File: config.mk
export PLATFORM = sky130hd
export DESIGN_NAME = dcache_access_ctrl_flat
export DESIGN_NICKNAME = d
export VERILOG_FILES = /design/src/rtl/dcache_access_ctrl_pkg.sv /design/src/rtl/dcache_access_ctrl_if.sv /design/src/rtl/dcache_lane_align.sv /design/src/rtl/dcache_access_ctrl.sv /design/src/flat_wrapper.sv
export SDC_FILE = /design/constraint.sdc
export NUM_CORES = 1
export LEC_CHECK = 0
export ABC_AREA = 1
export BUFFER_PORTS_ARGS = -buffer_cell sky130_fd_sc_hd__buf_2
export CAP_MARGIN = 30
export CORE_ASPECT_RATIO = 1.1
export CORE_MARGIN = 4
export CORE_UTILIZATION = 43
export DETAILED_ROUTE_END_ITERATION = 10
export PLACE_DENSITY = 0.7
export SLEW_MARGIN = 30
export SYNTH_ARGS = -nofsm -noshare
export SYNTH_HDL_FRONTEND = slang
export SYNTH_HIERARCHICAL = 1
export SYNTH_SLANG_ARGS = --single-unit
File: constraint.sdc
create_clock -name clk -period 9.89 [get_ports clk]
set_clock_uncertainty 0.15 [all_clocks]
set_input_delay 2.4725 -clock clk [delete_from_list [all_inputs] [get_ports clk]]
set_output_delay 2.4725 -clock clk [all_outputs]
set_load 0.02 [all_outputs]
File: src/rtl/dcache_access_ctrl_pkg.sv
`default_nettype none
// ============================================================================
// Module  : dcache_access_ctrl_pkg
// Brief   : Shared access codes, width constants, FSM state encodings and
//           decode helpers for the MEM-stage data-access controller.
// Revision: 1.0 - initial release
// ============================================================================
package dcache_access_ctrl_pkg;

    localparam int c_data_w = 32;

    // Access width codes, in bytes
    localparam logic [2:0] c_w_byte = 3'd1;
    localparam logic [2:0] c_w_half = 3'd2;
    localparam logic [2:0] c_w_word = 3'd4;

    // Controller states
    localparam logic [1:0] c_st_idle = 2'd0;
    localparam logic [1:0] c_st_req  = 2'd1;
    localparam logic [1:0] c_st_wait = 2'd2;
    localparam logic [1:0] c_st_done = 2'd3;

    // Access kind derived from the decoder's ren/wen pair
    typedef enum logic [1:0] {
        MEM_NONE    = 2'd0,
        MEM_LOAD    = 2'd1,
        MEM_STORE   = 2'd2,
        MEM_ILLEGAL = 2'd3
    } mem_op_e;

    function automatic mem_op_e mem_op(input logic ren, input logic wen);
        return mem_op_e'({wen, ren});
    endfunction

    function automatic logic width_ok(input logic [2:0] w);
        return (w == c_w_byte) || (w == c_w_half) || (w == c_w_word);
    endfunction

    // Halves need an even address, words a 4-byte aligned address
    function automatic logic is_aligned(input logic [2:0] w, input logic [1:0] off);
        return !(((w == c_w_half) && off[0]) || ((w == c_w_word) && (off != 2'b00)));
    endfunction

endpackage
`default_nettype wire

File: src/rtl/dcache_access_ctrl_if.sv
`default_nettype none
// ============================================================================
// Module  : dcache_access_ctrl_if
// Brief   : Single-port data-memory bus between the access controller
//           (master) and the memory (slave).
// Revision: 1.0 - initial release
// ============================================================================
interface dcache_access_ctrl_if;
    import dcache_access_ctrl_pkg::*;

    logic                req;
    logic                we;
    logic [c_data_w-1:0] addr;
    logic [c_data_w-1:0] wdata;
    logic [3:0]          wstrb;
    logic                gnt;
    logic                rvalid;
    logic [c_data_w-1:0] rdata;

    modport master (output req, we, addr, wdata, wstrb,
                    input  gnt, rvalid, rdata);
    modport slave  (input  req, we, addr, wdata, wstrb,
                    output gnt, rvalid, rdata);

endinterface
`default_nettype wire

File: src/rtl/dcache_lane_align.sv
`default_nettype none
// ============================================================================
// Module  : dcache_lane_align
// Brief   : Combinational lane steering. Store side replicates data across
//           byte lanes and builds strobes; load side extracts the addressed
//           byte/half and sign- or zero-extends it.
// Revision: 1.0 - initial release
// ============================================================================
module dcache_lane_align
    import dcache_access_ctrl_pkg::*;
(
    input  logic [1:0]          st_off,
    input  logic [2:0]          st_width,
    input  logic [c_data_w-1:0] st_wdata,
    output logic [c_data_w-1:0] al_wdata,
    output logic [3:0]          al_wstrb,
    input  logic [1:0]          ld_off,
    input  logic [2:0]          ld_width,
    input  logic                ld_sign,
    input  logic [c_data_w-1:0] ld_word,
    output logic [c_data_w-1:0] ld_data
);

    logic [7:0]  w_byte;
    logic [15:0] w_half;

    // Store: replicate the LSB-justified datum to every lane, strobe the addressed one
    always_comb begin
        al_wdata = st_wdata;
        al_wstrb = 4'b1111;
        case (st_width)
            c_w_byte: begin
                al_wdata = {4{st_wdata[7:0]}};
                al_wstrb = 4'b0001 << st_off;
            end
            c_w_half: begin
                al_wdata = {2{st_wdata[15:0]}};
                al_wstrb = 4'b0011 << st_off;
            end
            default: begin
                al_wdata = st_wdata;
                al_wstrb = 4'b1111;
            end
        endcase
    end

    // Load: pick the addressed lane, then extend to a full word
    always_comb begin
        w_byte  = ld_word[{ld_off, 3'b000} +: 8];
        w_half  = ld_off[1] ? ld_word[31:16] : ld_word[15:0];
        ld_data = ld_word;
        case (ld_width)
            c_w_byte: ld_data = {{24{ld_sign & w_byte[7]}}, w_byte};
            c_w_half: ld_data = {{16{ld_sign & w_half[15]}}, w_half};
            default:  ld_data = ld_word;
        endcase
    end

endmodule
`default_nettype wire

File: src/rtl/dcache_access_ctrl.sv
`default_nettype none
// ============================================================================
// Module  : dcache_access_ctrl
// Brief   : Sequences one MEM-stage data access per instruction onto a
//           single-port bus, stalling the pipeline until it completes.
//           Rejects misaligned/illegal accesses and aborts on timeout.
// Revision: 1.0 - initial release
// ============================================================================
module dcache_access_ctrl
    import dcache_access_ctrl_pkg::*;
#(
    parameter int TIMEOUT_CYC = 255
)(
    input  logic                 clk,
    input  logic                 rst,
    input  logic                 mem_valid,
    input  logic                 mem_ren,
    input  logic [2:0]           mem_rwidth,
    input  logic                 mem_rsign,
    input  logic                 mem_wen,
    input  logic [2:0]           mem_wwidth,
    input  logic [c_data_w-1:0]  mem_addr,
    input  logic [c_data_w-1:0]  mem_wdata,
    output logic                 stall,
    output logic [c_data_w-1:0]  rdata,
    output logic                 rdata_valid,
    output logic                 misalign,
    output logic                 acc_err,
    dcache_access_ctrl_if.master bus
);

    localparam int                  c_tmo_w    = $clog2(TIMEOUT_CYC + 1);
    localparam logic [c_tmo_w-1:0]  c_tmo_last = c_tmo_w'(TIMEOUT_CYC - 1);

    logic [1:0]          r_state;
    logic [c_tmo_w-1:0]  r_tmo;
    logic                r_we;
    logic [c_data_w-1:0] r_addr;
    logic [c_data_w-1:0] r_wdata;
    logic [3:0]          r_wstrb;
    logic [1:0]          r_off;
    logic [2:0]          r_width;
    logic                r_sign;
    logic [c_data_w-1:0] r_rdata;
    logic                r_rdata_valid;
    logic                r_misalign;
    logic                r_acc_err;

    mem_op_e             w_op;
    logic [2:0]          w_width;
    logic                w_active;
    logic                w_legal;
    logic                w_aligned;
    logic                w_start;
    logic                w_tmo_hit;
    logic [c_data_w-1:0] w_al_wdata;
    logic [3:0]          w_al_wstrb;
    logic [c_data_w-1:0] w_ld_data;

    assign w_op      = mem_op(mem_ren, mem_wen);
    assign w_width   = mem_wen ? mem_wwidth : mem_rwidth;
    assign w_active  = mem_valid && (w_op != MEM_NONE);
    assign w_legal   = (w_op != MEM_ILLEGAL) && width_ok(w_width);
    assign w_aligned = is_aligned(w_width, mem_addr[1:0]);
    assign w_start   = w_active && w_legal && w_aligned;
    // >= rather than == so a grant on the last REQ cycle still bounds WAIT
    assign w_tmo_hit = (r_tmo >= c_tmo_last);

    // Store steering uses live inputs (latched in IDLE); load steering uses latched fields
    dcache_lane_align u_lane_align (
        .st_off   (mem_addr[1:0]),
        .st_width (w_width),
        .st_wdata (mem_wdata),
        .al_wdata (w_al_wdata),
        .al_wstrb (w_al_wstrb),
        .ld_off   (r_off),
        .ld_width (r_width),
        .ld_sign  (r_sign),
        .ld_word  (bus.rdata),
        .ld_data  (w_ld_data)
    );

    assign stall       = ((r_state == c_st_idle) && w_start) ||
                         (r_state == c_st_req) || (r_state == c_st_wait);
    assign rdata       = r_rdata;
    assign rdata_valid = r_rdata_valid;
    assign misalign    = r_misalign;
    assign acc_err     = r_acc_err;
    assign bus.req     = (r_state == c_st_req);
    assign bus.we      = r_we;
    assign bus.addr    = r_addr;
    assign bus.wdata   = r_wdata;
    assign bus.wstrb   = r_wstrb;

    // Access FSM, timeout counter and registered status pulses
    always_ff @(posedge clk or posedge rst) begin
        if (rst) begin
            r_state       <= c_st_idle;
            r_tmo         <= '0;
            r_we          <= 1'b0;
            r_addr        <= '0;
            r_wdata       <= '0;
            r_wstrb       <= 4'b0000;
            r_off         <= 2'b00;
            r_width       <= 3'd0;
            r_sign        <= 1'b0;
            r_rdata       <= '0;
            r_rdata_valid <= 1'b0;
            r_misalign    <= 1'b0;
            r_acc_err     <= 1'b0;
        end else begin
            r_rdata_valid <= 1'b0;
            r_misalign    <= 1'b0;
            r_acc_err     <= 1'b0;
            case (r_state)
                c_st_idle: begin
                    if (w_start) begin
                        r_we    <= mem_wen;
                        r_addr  <= {mem_addr[31:2], 2'b00};
                        r_wdata <= mem_wen ? w_al_wdata : '0;
                        r_wstrb <= mem_wen ? w_al_wstrb : 4'b0000;
                        r_off   <= mem_addr[1:0];
                        r_width <= w_width;
                        r_sign  <= mem_rsign;
                        r_tmo   <= '0;
                        r_state <= c_st_req;
                    end else if (w_active && !w_legal) begin
                        r_acc_err <= 1'b1;
                    end else if (w_active && !w_aligned) begin
                        r_misalign <= 1'b1;
                    end
                end
                c_st_req: begin
                    if (bus.gnt) begin
                        r_tmo   <= r_tmo + c_tmo_w'(1);
                        r_state <= r_we ? c_st_done : c_st_wait;
                    end else if (w_tmo_hit) begin
                        r_acc_err <= 1'b1;
                        r_rdata   <= '0;
                        r_state   <= c_st_done;
                    end else begin
                        r_tmo <= r_tmo + c_tmo_w'(1);
                    end
                end
                c_st_wait: begin
                    if (bus.rvalid) begin
                        r_rdata       <= w_ld_data;
                        r_rdata_valid <= 1'b1;
                        r_state       <= c_st_done;
                    end else if (w_tmo_hit) begin
                        r_acc_err <= 1'b1;
                        r_rdata   <= '0;
                        r_state   <= c_st_done;
                    end else begin
                        r_tmo <= r_tmo + c_tmo_w'(1);
                    end
                end
                default: begin
                    r_state <= c_st_idle;
                end
            endcase
        end
    end

endmodule
`default_nettype wire

File: src/flat_wrapper.sv
// flat-port wrapper written by rule: the top's interface ports become plain ports
module dcache_access_ctrl_flat import dcache_access_ctrl_pkg::*;
#(
    parameter int TIMEOUT_CYC = 255
)
  (clk, rst, mem_valid, mem_ren, mem_rwidth, mem_rsign, mem_wen, mem_wwidth, mem_addr, mem_wdata, stall, rdata, rdata_valid, misalign, acc_err, bus_req, bus_we, bus_addr, bus_wdata, bus_wstrb, bus_gnt, bus_rvalid, bus_rdata);
  dcache_access_ctrl_if bus_i ();
  input  logic clk;
  input  logic rst;
  input  logic mem_valid;
  input  logic mem_ren;
  input  logic [2:0] mem_rwidth;
  input  logic mem_rsign;
  input  logic mem_wen;
  input  logic [2:0] mem_wwidth;
  input  logic [c_data_w-1:0] mem_addr;
  input  logic [c_data_w-1:0] mem_wdata;
  output logic stall;
  output logic [c_data_w-1:0] rdata;
  output logic rdata_valid;
  output logic misalign;
  output logic acc_err;
  output wire logic [$bits(bus_i.req)-1:0] bus_req;
  output wire logic [$bits(bus_i.we)-1:0] bus_we;
  output wire logic [$bits(bus_i.addr)-1:0] bus_addr;
  output wire logic [$bits(bus_i.wdata)-1:0] bus_wdata;
  output wire logic [$bits(bus_i.wstrb)-1:0] bus_wstrb;
  input wire logic [$bits(bus_i.gnt)-1:0] bus_gnt;
  input wire logic [$bits(bus_i.rvalid)-1:0] bus_rvalid;
  input wire logic [$bits(bus_i.rdata)-1:0] bus_rdata;
  assign bus_req = bus_i.req;
  assign bus_we = bus_i.we;
  assign bus_addr = bus_i.addr;
  assign bus_wdata = bus_i.wdata;
  assign bus_wstrb = bus_i.wstrb;
  assign bus_i.gnt = bus_gnt;
  assign bus_i.rvalid = bus_rvalid;
  assign bus_i.rdata = bus_rdata;
  dcache_access_ctrl #(.TIMEOUT_CYC(TIMEOUT_CYC)) u_core (.clk(clk), .rst(rst), .mem_valid(mem_valid), .mem_ren(mem_ren), .mem_rwidth(mem_rwidth), .mem_rsign(mem_rsign), .mem_wen(mem_wen), .mem_wwidth(mem_wwidth), .mem_addr(mem_addr), .mem_wdata(mem_wdata), .stall(stall), .rdata(rdata), .rdata_valid(rdata_valid), .misalign(misalign), .acc_err(acc_err), .bus(bus_i));
endmodule
# Yosys cells after proc, flatten, opt, wreduce, memory -nomap -nowiden
# Index checks and enable logic that the tools add are counted.
[word_totals] input_bits=110 ff_bits=118 output_inout_bits=106 mem_bits_rw=0 memories=0 latch_bits=0 mem_bits_ro=0 wordCells=89
[op_classes] addsub=1 magnitude_cmp=1 n_mul=0 shifts=3 bitwise_logic=2 reduce_logical=24 mux=34 n_div=0 eq_ne=11
[op_table] operator="32-bit one-hot mux with 2 select lines" n=3
[op_table] operator="32-bit two-way mux" n=4
[op_table] operator="8-bit two-way mux" n=4
[op_table] operator="32-bit by 6-bit variable part select with 8-bit output" n=1
[op_table] operator="8-bit one-hot mux with 3 select lines" n=1
[op_table] operator="16-bit two-way mux" n=1
[op_table] operator="1-bit two-way mux" n=12
[op_table] operator="1-bit logical AND" n=9
[op_table] operator="8-bit by 1-bit adder with 8-bit output, second input constant" n=1
[op_table] operator="8-bit >= comparator, second input constant" n=1
[op_table] operator="2-bit two-way mux" n=4
[op_table] operator="4-bit one-hot mux with 2 select lines" n=1
[op_table] operator="3-bit by 1-bit equality test with 1-bit output, second input constant" n=2
[op_table] operator="3-bit by 2-bit equality test with 1-bit output, second input constant" n=2
[op_table] operator="2-bit inequality test, second input constant" n=3
[op_table] operator="2-bit one-hot mux with 3 select lines" n=1
[op_table] operator="2-bit nonzero test" n=3
[op_table] operator="1-bit logical OR" n=5
[op_table] operator="4-bit two-way mux" n=1
[op_table] operator="2-bit AND reduction" n=2
[op_table] operator="1-bit by 2-bit << shifter with 4-bit output, first input constant" n=1
[op_table] operator="2-bit by 2-bit << shifter with 4-bit output, first input constant" n=1
[op_table] operator="3-bit equality test, second input constant" n=1
[op_table] operator="3-bit two-way mux" n=1
[op_table] operator="other kinds (9)" n=11

# Depth between registers and ports, before layout
# Gate-level depths: netlist (run 1).
[depth] word_depth=10 ltp_mapped=15 ltp_nobuf=13

# Modules after synthesis
# Netlist (run 1), hierarchy kept.
[by_module_without_submodules] module="dcache_access_ctrl" cells_each=670 instances=1 area_each_um2=5728.0
[by_module_without_submodules] module="dcache_lane_align" cells_each=307 instances=1 area_each_um2=1453.9

# Worst setup path before layout (run 1)
# OpenSTA, ideal clock, no wires.
[synth_timing] path_kind="input -> output" startpoint="input port mem_wen" endpoint="output port stall" stages=14 t_required_ns=7.267 arrival_time_ns=3.703 n_path_buf=3 slack_ns=3.565 cell_sequence="buf_6 inv_6 nand2_1 nand2_1 nand3_1 nand3_1 nand2_1 inv_2 nand2_2 inv_2 nand2_2 buf_8 buf_8 nand2_1"
[synth_between] elab_chain_cells=10 word_cells_on_any_way=19 cone_classes="eq/ne: 4; mux: 1; reduce/logical: 14"
[synth_lines] element="start, declared" line_no="flat_wrapper.sv:14" text="input logic mem_wen;"
[synth_lines] element="3-bit two-way mux *" line_no="dcache_access_ctrl.sv:61" text="assign w_width = mem_wen ? mem_wwidth : mem_rwidth;"
[synth_lines] element="named net u_core.w_width[0]" line_no="dcache_access_ctrl.sv:50" text="logic [2:0] w_width;"
[synth_lines] element="3-bit by 1-bit equality test with 1-bit output / 3-bit by 2-bit equality test with 1-bit output (equally long branches)" line_no="dcache_access_ctrl_pkg.sv:36, dcache_access_ctrl_pkg.sv:41"
[synth_lines] element="1-bit logical OR (2 in a row)" line_no="dcache_access_ctrl_pkg.sv:36" text="return (w == c_w_byte) || (w == c_w_half) || (w == c_w_word);"
[synth_lines] element="1-bit logical AND" line_no="dcache_access_ctrl.sv:63" text="assign w_legal = (w_op != MEM_ILLEGAL) && width_ok(w_width);"
[synth_lines] element="1-bit logical AND" line_no="dcache_access_ctrl.sv:65" text="assign w_start = w_active && w_legal && w_aligned;"
[synth_lines] element="1-bit logical AND *" line_no="dcache_access_ctrl.sv:65"
[synth_lines] element="1-bit logical AND *" line_no="dcache_access_ctrl.sv:83" text="assign stall = ((r_state == c_st_idle) && w_start) ||"
[synth_lines] element="1-bit logical OR *" line_no="dcache_access_ctrl.sv:83"
[synth_lines] element="1-bit logical OR *" line_no="dcache_access_ctrl.sv:84" text="(r_state == c_st_req) || (r_state == c_st_wait);"
[synth_lines] element="end, declared" line_no="flat_wrapper.sv:18" text="output logic stall;"
# The timed path passes the listed nets; every way through them passes the cells marked *.

# Worst setup path after layout (run 1)
# Same ends and word-level chain as after synthesis.

==> metrics.md, run 1 <==
| Metric | Value |
|---|---|
| Via-to-Cell Ratio | `around 5.1` |
| Least-Margin Pin Slew | `~0.84 ns` |
| Register area share after synthesis | `roughly 41%` |
| Row cnt | `49` |
| Syn. warnings | `6` |
| Hpwl dp | `14.2 mm` |
| Max-slew headroom | `a little over two fifths` |
| Initial antenna violation count | `3` |
| Initial DRT Pass Iterations | `5` |
| Setup TNS | `0 ns` |
| Critical path type | `in2out` |
| Total power | `2630 uW` |
| I/O pin total | `roughly 220` |
| Root Buffer | `clkbuf_16` |
| Post-synth EDFFs | `0` |
| Setup Buffers After CTS | `0` |
| Clock transition at path regs | `approximately 0.050 ns` |
| Crit path DAT | `around 4.8 ns` |
| Initial Utilization | `a little over two fifths` |
| Cells after Synth | `~1000` |
| Final WL | `about 20 mm` |
| Final non-filler cell total | `between 1000 and 1500` |
| Pwr dens | `slightly above 300 nW/um2` |
| Buffers on Ports | `213` |
| Via count | `around 6900` |
| # setup viols final | `0` |
| Maxcap violations | `0` |
| Ratio of cells with drive above 1 in the final layout | `slightly below 30%` |
| Max Freq | `135 MHz` |
| Area contributors post-synth | `dfrtp_1, nand2_1, nand3_1` |
| Most frequent cells after synthesis | `nand2_1, dfrtp_1, nand3_1, inv_1, nand2_2` |
| H-tree Lvls | `4` |
| Cell Area, Synth | `between 7000 and 8000 um2` |
| Total GRT Usage | `a little over a fifth` |
| Cts hold-fix bufs | `0` |
| Average size of a mapped cell | `7.35 um2` |
| First-pass GRT wire length | `roughly 33 mm` |
| Routability cong. | `0.869` |
| RSZ-0062 raised after global routing | `false` |
| Static Leak | `0.00492 uW` |
| Outcome | `complete, no violations` |
| Largest net degree at the start of global routing | `a little under 80` |
| Data required, critical path | `just over 7 ns` |
| Util after Layout | `between 50% and 60%` |
| Share of synthesized flip-flops with an asynchronous set or reset | `100%` |
| Die Span Y | `roughly 140 um` |
| Worst hold start | `u_core/bus.wstrb[0]$_DFFE_PP0P_` |
| GRT overflow | `0` |
| CP startpoint kind | `primary input` |
| Clock Path Buffers | `2` |
| Resized Gates After CTS | `0` |
| Final Hold Fails | `0` |
| CP startpoint | `mem_wen` |
| WL/cell | `around 15 um` |
| Worst min-delay path class | `reg2reg` |
| Insertion delay to the later sink of the worst-skew pair | `0.42 ns` |
| Maximum vdd drop | `0.000159 V` |
| Post-DRT Antenna Nets | `0` |
| Clock Sinks | `approximately 120` |
| Die area | `roughly 19000 um2` |
| Largest fanout on the critical path | `74` |
| Layout overhead on the synthesized area | `21.2%` |
| Num CTS Buffers | `17` |
| Die Wd | `131 um` |
| Post-placement cell count | `~1300` |
| 1st-iter DRT viols | `roughly 540` |
| Most frequent cell after synthesis | `nand2_1` |
| Top_reg_cell synth | `dfrtp_1` |
| Crit end category | `primary output` |
| Worst r2r src | `u_core/r_state[0]$_DFFE_PP0P_` |
| FF+latch count, synth | `118` |
| Period utilisation layout | `between 70% and 80%` |
| Clock period minus worst slack | `around 7.4 ns` |
| Core Area | `16400 um2` |
| CTS tree | `yes` |
| Vias in the first global route | `~6500` |
| Share of the synthesized area in the top cell type | `between 40% and 50%` |
| Fin nets | `1267` |
| Remaining DRCs | `0` |
| Synth cell types | `31` |
| Max-slew violations | `0` |
| Post-synth top area cell | `dfrtp_1` |
through the flow:
step / hold slack (ns) / setup slack, ns / area (um2)
after global placement: 0.302 / 2.55 / 8090
after floorplan: 0.293 / 3.56 / 7190
final: 0.314 / 2.51 / 8700
after detailed placement: 0.303 / 2.48 / 8090
after CTS: 0.322 / 2.48 / 8690
after global routing: 0.343 / 2.28 / 8700
routing by layer:
layer	GRT usage [%]	vias up	routed length [um]
met5	0	-	12
met1	26.7	3199	8680
met3	7.25	34	1570
met4	7.46	2	463
li1	-	3452	-
met2	34.8	249	9530
registers in the layout (all words and copies together) (netlist names), 2 cells and up:
signal	flops
u_core/bus.addr	30
u_core/bus.wdata	32
u_core/bus.wstrb	4
u_core/r_off	2
u_core/r_state	2
u_core/r_tmo	8
u_core/r_width	3
u_core/rdata	32
kinds of logic (layout without fill, tap and decap cells):
group                    Yosys count  count (layout)  share of synthesized area, %
flip-flops                       118             118                          41.1
AO/OA/AOI/OAI                    115             115                          8.69
AND/OR/NAND/NOR                  567             567                          36.9
other                              1               5                        0.0522
buffers and inverters            169             354                          12.0
adder cells (fa/ha/maj)            7               7                          1.22
critical path: stages:
cell and delay, ns:
buf_2 0.62, nand2_1 0.10, nand2_1 0.22, nand3_1 0.11, nand3_1 0.08, nand2_1 0.07, inv_2 0.06, nand2_2 0.05
inv_2 0.04, buf_4 0.61, nand2_4 0.08, nand2_1 0.08, buf_2 0.16
layout by cell type (no fill, tap or decap), drive strengths merged:
| master | synthesis | layout |
|---|---|---|
| nand2 | 377 | 377 |
| buf | 43 | 218 |
| nand3 | 118 | 118 |
| dfrtp | 118 | 118 |
| inv | 102 | 110 |
| o21ai | 81 | 81 |
| nand3b | 40 | 40 |
| nor2 | 26 | 26 |
| clkbuf | 22 | 18 |
| o211ai | 16 | 16 |
| a21oi | 15 | 15 |
| ha | 7 | 7 |
| clkinv | 2 | 6 |
| nand4 | 4 | 4 |
| diode | 0 | 3 |
| bufinv | 0 | 2 |
| a31oi | 2 | 2 |
| conb | 1 | 2 |
| or2 | 1 | 1 |
| and3 | 1 | 1 |
| a21o | 1 | 1 |
worst paths after layout:
kind | slack (ns) | cells past startpoint | endpoint
min | 0.31 | 2 | u_core/bus.wstrb[0]$_DFFE_PP0P_
max reg2reg | 7.23 | 7 | u_core/r_tmo[1]$_DFFE_PP0P_
min reg2reg | 0.31 | 2 | u_core/bus.wstrb[0]$_DFFE_PP0P_
max | 2.51 | 13 | stall
min in group asynchronous | 2.04 | 2 | u_core/bus.addr[20]$_DFFE_PP0P_
max in group asynchronous | 6.24 | 3 | u_core/r_off[1]$_DFFE_PP0P_
layout make-up:
type / count / area (um2)
Tap cell: 204 / 255
Inverter: 104 / 398
Sequential cell: 118 / 2950
Antenna cell: 3 / 7.51
Fill cell: 1648 / 7670
Clock buffer: 18 / 439
Multi-Input combinational cell: 691 / 3380
Timing Repair Buffer: 218 / 1110
Clock inverter: 14 / 164
power breakdown:
part	switching, uW	internal (uW)	total [uW]
Combinational	782	370	1150
Clock	244	385	629
Sequential	160	690	850
Note: power is estimated with default switching activity, not from simulation.
==> run 2, diff against run 1 <==
==> constraint.sdc (replaced) <==
create_clock -name clk -period 7.2 [get_ports clk]
set_clock_uncertainty 0.15 [all_clocks]
set_input_delay 1.8 -clock clk [delete_from_list [all_inputs] [get_ports clk]]
set_output_delay 1.8 -clock clk [all_outputs]
set_load 0.02 [all_outputs]
==> metrics.md, run 2 (synthesized netlist as in run 1, its figures left out) <==
| Metric | Value |
|---|---|
| Resized Gates After CTS | `0` |
| Least-Margin Pin Slew | `between 0.8 and 0.9 ns` |
| Num CTS Buffers | `17` |
| Gate power share | `~44%` |
| Clock transition at path regs | `roughly 0.050 ns` |
| Clock Path Buffers | `2` |
| CP startpoint | `mem_wen` |
| R2R depth | `7` |
| Pint | `slightly below 2000 uW` |
| First-pass GRT wire length | `around 32 mm` |
| Core Area | `16400 um2` |
| Final Hold Fails | `0` |
| Switch Pwr | `about 1600 uW` |
| Initial DRT Pass Iterations | `5` |
| Maximum vdd drop | `0.000231 V` |
| Most frequent cells in the layout | `nand2_1, buf_2, nand3_1, dfrtp_1, inv_1` |
| Final WL | `approximately 20 mm` |
| Static Leak | `a little under 0.005 uW` |
| Period utilisation layout | `between 70 and 80%` |
| I/O pin total | `approximately 220` |
| 1st-iter DRT viols | `~450` |
| CP startpoint kind | `primary input` |
| Multi-input logic area | `between 3000 and 4000 um2` |
| Sw frac | `~45%` |
| GRT overflow | `0` |
| Clock Sinks | `about 120` |
| Routability cong. | `between 0.8 and 0.9` |
| Max-slew headroom | `about 43%` |
| Worst r2r src | `u_core/r_state[0]$_DFFE_PP0P_` |
| WL/cell | `approximately 15 um` |
| Remaining DRCs | `0` |
| Flop2flop setup slack | `~4.6 ns` |
| Pwr dens | `roughly 410 nW/um2` |
| Fin nets | `around 1300` |
| CTS tree | `yes` |
| Die area | `between 15000 and 20000 um2` |
| Initial Utilization | `43.9%` |
| Via-to-Cell Ratio | `4.99` |
| Seq. cell area | `slightly below 3000 um2` |
| Post-DRT Antenna Nets | `0` |
| Largest fanout on the critical path | `46` |
| Seq pwr share | `roughly a third` |
| Util after Layout | `53.0%` |
| Setup TNS | `0 ns` |
| Via count | `slightly below 7000` |
| Most common cell after layout, fill and taps aside | `nand2_1` |
| Vias in the first global route | `6320` |
| Initial antenna violation count | `3` |
| Clk pwr share | `22.9%` |
| H-tree Lvls | `4` |
| Cts hold-fix bufs | `0` |
| Hpwl dp | `between 10 and 15 mm` |
| Largest net degree at the start of global routing | `between 70 and 80` |
| Insertion delay to the later sink of the worst-skew pair | `0.41 ns` |
| Filler instances | `~1700` |
| Total GRT Usage | `a little over a fifth` |
| Ratio of cells with drive above 1 in the final layout | `between 20% and 30%` |
| Row cnt | `around 50` |
| Max-slew violations | `0` |
| Setup Buffers After CTS | `0` |
| Crit end category | `primary output` |
| Worst hold start | `u_core/bus.wstrb[3]$_DFFE_PP0P_` |
| Crit path DAT | `3.49 ns` |
| Data required, critical path | `5.25 ns` |
| Worst min-delay path class | `reg2reg` |
| Maxcap violations | `0` |
| Buffers on Ports | `213` |
| Critical path type | `in2out` |
| Outcome | `complete, no violations` |
| Die Span Y | `roughly 140 um` |
| Die Wd | `~130 um` |
| Clock period minus worst slack | `~5.4 ns` |
| RSZ-0062 raised after global routing | `false` |
| # setup viols final | `0` |
| Max Freq | `roughly 180 MHz` |
| Root Buffer | `clkbuf_16` |
| Layout overhead on the synthesized area | `20.8%` |
| Worst Hold Depth | `2` |
==> run 2: cell type report <==
cell class	instances	area share, %
tap	204	2.94
sequential	118	34.0
antenna	4	0.115
clock inverter	13	1.40
timing repair buffer	218	12.8
multi-input combinational	691	38.9
inverter	104	4.59
clock buffer	19	5.22
==> run 2: routing by layer <==
metal / part of all wire, % / global-route usage (%)
met2: 47 / 33.3
met3: 7.8 / 6.90
met4: 1.8 / 7.30
met1: 43 / 27.2
met5: 0.060 / 0
==> run 2: stage by stage <==
stage                     area (um2)  instances  worst slack [ns]  total power (uW)  hold slack [ns]
after detailed placement        8090       1335              1.73              2770            0.304
after CTS                       8670       1367              1.73              3600            0.318
final                           8680       1371              1.76              3570            0.314
after floorplan                 7190        978              2.12              2280            0.293
after global placement          8090       1335              1.77              2740            0.302
after global routing            8670       1369              1.53              3830            0.350
==> run 2: power by group through the flow <==
| stage | Combinational (uW) | Sequential (uW) | Clock (uW) |
|---|---|---|---|
| 3_3_place_gp | 1570 | 1170 | 0 |
| 4_1_cts | 1600 | 1170 | 835 |
| 5_1_grt | 1740 | 1210 | 870 |
| 2_1_floorplan | 821 | 1460 | 0 |
| 3_5_place_dp | 1600 | 1170 | 0 |
| 6_report | 1580 | 1170 | 819 |
==> run 2: worst max-delay path, stage by stage <==
cell     delay [ns]
buf_2          0.64
nand2_1        0.15
nand2_2        0.17
nand3_1        0.09
nand3_1        0.09
nand2_1        0.08
inv_2          0.06
nand2_2        0.05
inv_2          0.07
nand2_4        0.05
nand2_1        0.07
buf_2          0.17
==> run 2: worst paths after layout <==
| kind | end |
|---|---|
| min in group asynchronous | u_core/r_tmo[2]$_DFFE_PP0P_ |
| max in group asynchronous | u_core/r_off[1]$_DFFE_PP0P_ |
| hold / removal | u_core/bus.wstrb[3]$_DFFE_PP0P_ |
| setup reg to reg | u_core/r_tmo[2]$_DFFE_PP0P_ |
| setup / recovery | stall |
| hold reg to reg | u_core/bus.wstrb[3]$_DFFE_PP0P_ |
==> run 3, diff against run 2 <==
--- a/config.mk
+++ b/config.mk
@@ -12,7 +12,7 @@
 export CORE_MARGIN = 4
 export CORE_UTILIZATION = 43
 export DETAILED_ROUTE_END_ITERATION = 10
-export PLACE_DENSITY = 0.7
+export PLACE_DENSITY = 0.72
 export SLEW_MARGIN = 30
 export SYNTH_ARGS = -nofsm -noshare
 export SYNTH_HDL_FRONTEND = slang
==> constraint.sdc (replaced) <==
create_clock -name clk -period 4.86 [get_ports clk]
set_clock_uncertainty 0.15 [all_clocks]
set_input_delay 1.215 -clock clk [delete_from_list [all_inputs] [get_ports clk]]
set_output_delay 1.215 -clock clk [all_outputs]
set_load 0.02 [all_outputs]
==> metrics.md, run 3 (synthesized netlist as in run 1, its figures left out) <==
| Metric | Value |
|---|---|
| Outcome | `complete, no violations` |
| Pwr dens | `620 nW/um2` |
| H-tree Lvls | `4` |
| WL met1 | `8.61 mm` |
| Static Leak | `between 0.004 and 0.005 uW` |
| WL/cell | `14.8 um` |
| Largest fanout on the critical path | `13` |
| Most frequent cells in the layout | `nand2_1, buf_2, nand3_1, dfrtp_1, inv_1` |
| R2R depth | `7` |
| Max-slew violations | `0` |
| Post-DRT Antenna Nets | `0` |
| Critical path type | `in2out` |
| Worst r2r src | `u_core/r_state[0]$_DFFE_PP0P_` |
| Die Span Y | `approximately 140 um` |
| Crit path DAT | `about 2.4 ns` |
| Initial Utilization | `43.9%` |
| Row cnt | `49` |
| Routability cong. | `approximately 0.86` |
| Max-slew headroom | `45.1%` |
| Initial DRT Pass Iterations | `5` |
| Flop2flop setup slack | `2.16 ns` |
| Total GRT Usage | `21.5%` |
| Placed cell area | `about 8000 um2` |
| Final non-filler cell total | `approximately 1400` |
| Filler instances | `1616` |
| CP startpoint | `mem_wen` |
| Met3 routed WL | `1.57 mm` |
| Worst min-delay path class | `reg2reg` |
| Design area | `8750 um2` |
| Ratio of cells with drive above 1 in the final layout | `28.9%` |
| CP startpoint kind | `primary input` |
| Top layer in use | `met4` |
| Resized Gates After CTS | `0` |
| GRT overflow | `0` |
| Die Wd | `131 um` |
| Via count | `6909` |
| # setup viols final | `0` |
| I/O pin total | `around 220` |
| Least-Margin Pin Slew | `about 0.82 ns` |
| DR WL met2 | `~9.7 mm` |
| Max Freq | `around 260 MHz` |
| Data required, critical path | `3.49 ns` |
| Period utilisation layout | `78.1%` |
| Buffers on Ports | `between 200 and 250` |
| Maxcap violations | `0` |
| First-pass GRT wire length | `between 30 and 40 mm` |
| Num CTS Buffers | `17` |
| Worst hold start | `u_core/bus.wdata[31]$_DFFE_PP0P_` |
| Remaining DRCs | `0` |
| Most common cell after layout, fill and taps aside | `nand2_1` |
| Hpwl dp | `14.2 mm` |
| Vias in the first global route | `6446` |
| Largest net degree at the start of global routing | `76` |
| Maximum vdd drop | `about 0.00031 V` |
| Core Area | `roughly 16000 um2` |
| Root Buffer | `clkbuf_16` |
| Antenna diodes | `0` |
| Die area | `18800 um2` |
| 1st-iter DRT viols | `between 500 and 600` |
| Fin nets | `1271` |
| Clock period minus worst slack | `between 3 and 4 ns` |
| Cts hold-fix bufs | `0` |
| RR Endpoint | `u_core/r_tmo[7]$_DFFE_PP0P_` |
| Clock transition at path regs | `~0.05 ns` |
| RSZ-0062 raised after global routing | `false` |
| Hold EP | `u_core/bus.wdata[31]$_DFFE_PP0P_` |
| Crit end category | `primary output` |
| CTS tree | `yes` |
| Clock Path Buffers | `2` |
| Final Hold Fails | `0` |
| Multi-input logic area | `3380 um2` |
| Setup TNS | `0 ns` |
| Layout overhead on the synthesized area | `21.8%` |
| Initial antenna violation count | `0` |
| Seq. cell area | `~3000 um2` |
| Worst Hold Depth | `2` |
| Insertion delay to the later sink of the worst-skew pair | `about 0.42 ns` |
| Clock Sinks | `approximately 120` |
| Via-to-Cell Ratio | `~5.0` |
| Post-placement cell count | `1339` |
| Setup Buffers After CTS | `0` |
| Final WL | `about 20 mm` |
[run 3: layout make-up]
class / count / area share (%)
multi-input cells: 691 / 38.6
flip-flops and latches: 118 / 33.8
repair buffers: 222 / 13.0
clock buffers: 18 / 5.02
inverters: 104 / 4.58
well taps: 204 / 2.92
clock inverters: 14 / 2.15
[run 3: worst max-delay path: stages]
cell     delay (ns)
buf_2          0.24
nand2_1        0.08
nand2_1        0.19
nand3_1        0.11
nand3_1        0.08
nand2_1        0.07
inv_2          0.06
nand2_2        0.05
inv_2          0.07
nand2_4        0.05
nand2_1        0.05
buf_2          0.17
[run 3: worst max-delay path by stage]
stage	to	slack [ns]
floorplan	u_core/acc_err$_DFF_PP0_	0.37
finish	stall	1.06
detailed placement	stall	1.04
global route	stall	0.87
global placement	stall	1.10
CTS	stall	1.04
[run 3: metal layers]
metal | up-vias | GRT usage, %
li1 | 3453 | -
met1 | 3169 | 27.4
met2 | 263 | 35.9
met3 | 24 | 6.02
met4 | 0 | 7.02
met5 | - | 0
[run 3: through the flow]
stage	util (%)	total power (uW)	hold WS, ns	worst slack [ns]
5_1_grt	53.5	5820	0.344	0.873
3_3_place_gp	49.6	4070	0.301	1.10
3_5_place_dp	49.6	4110	0.303	1.04
4_1_cts	53.4	5480	0.318	1.04
6_report	53.5	5420	0.314	1.06
2_1_floorplan	-	3380	0.293	0.366
[run 3: power by group]
part | internal [uW] | total, uW | switching [uW]
logic | 762 | 2360 | 1600
clock network | 835 | 1330 | 494
registers | 1400 | 1730 | 325
total | 3000 | 5420 | 2420
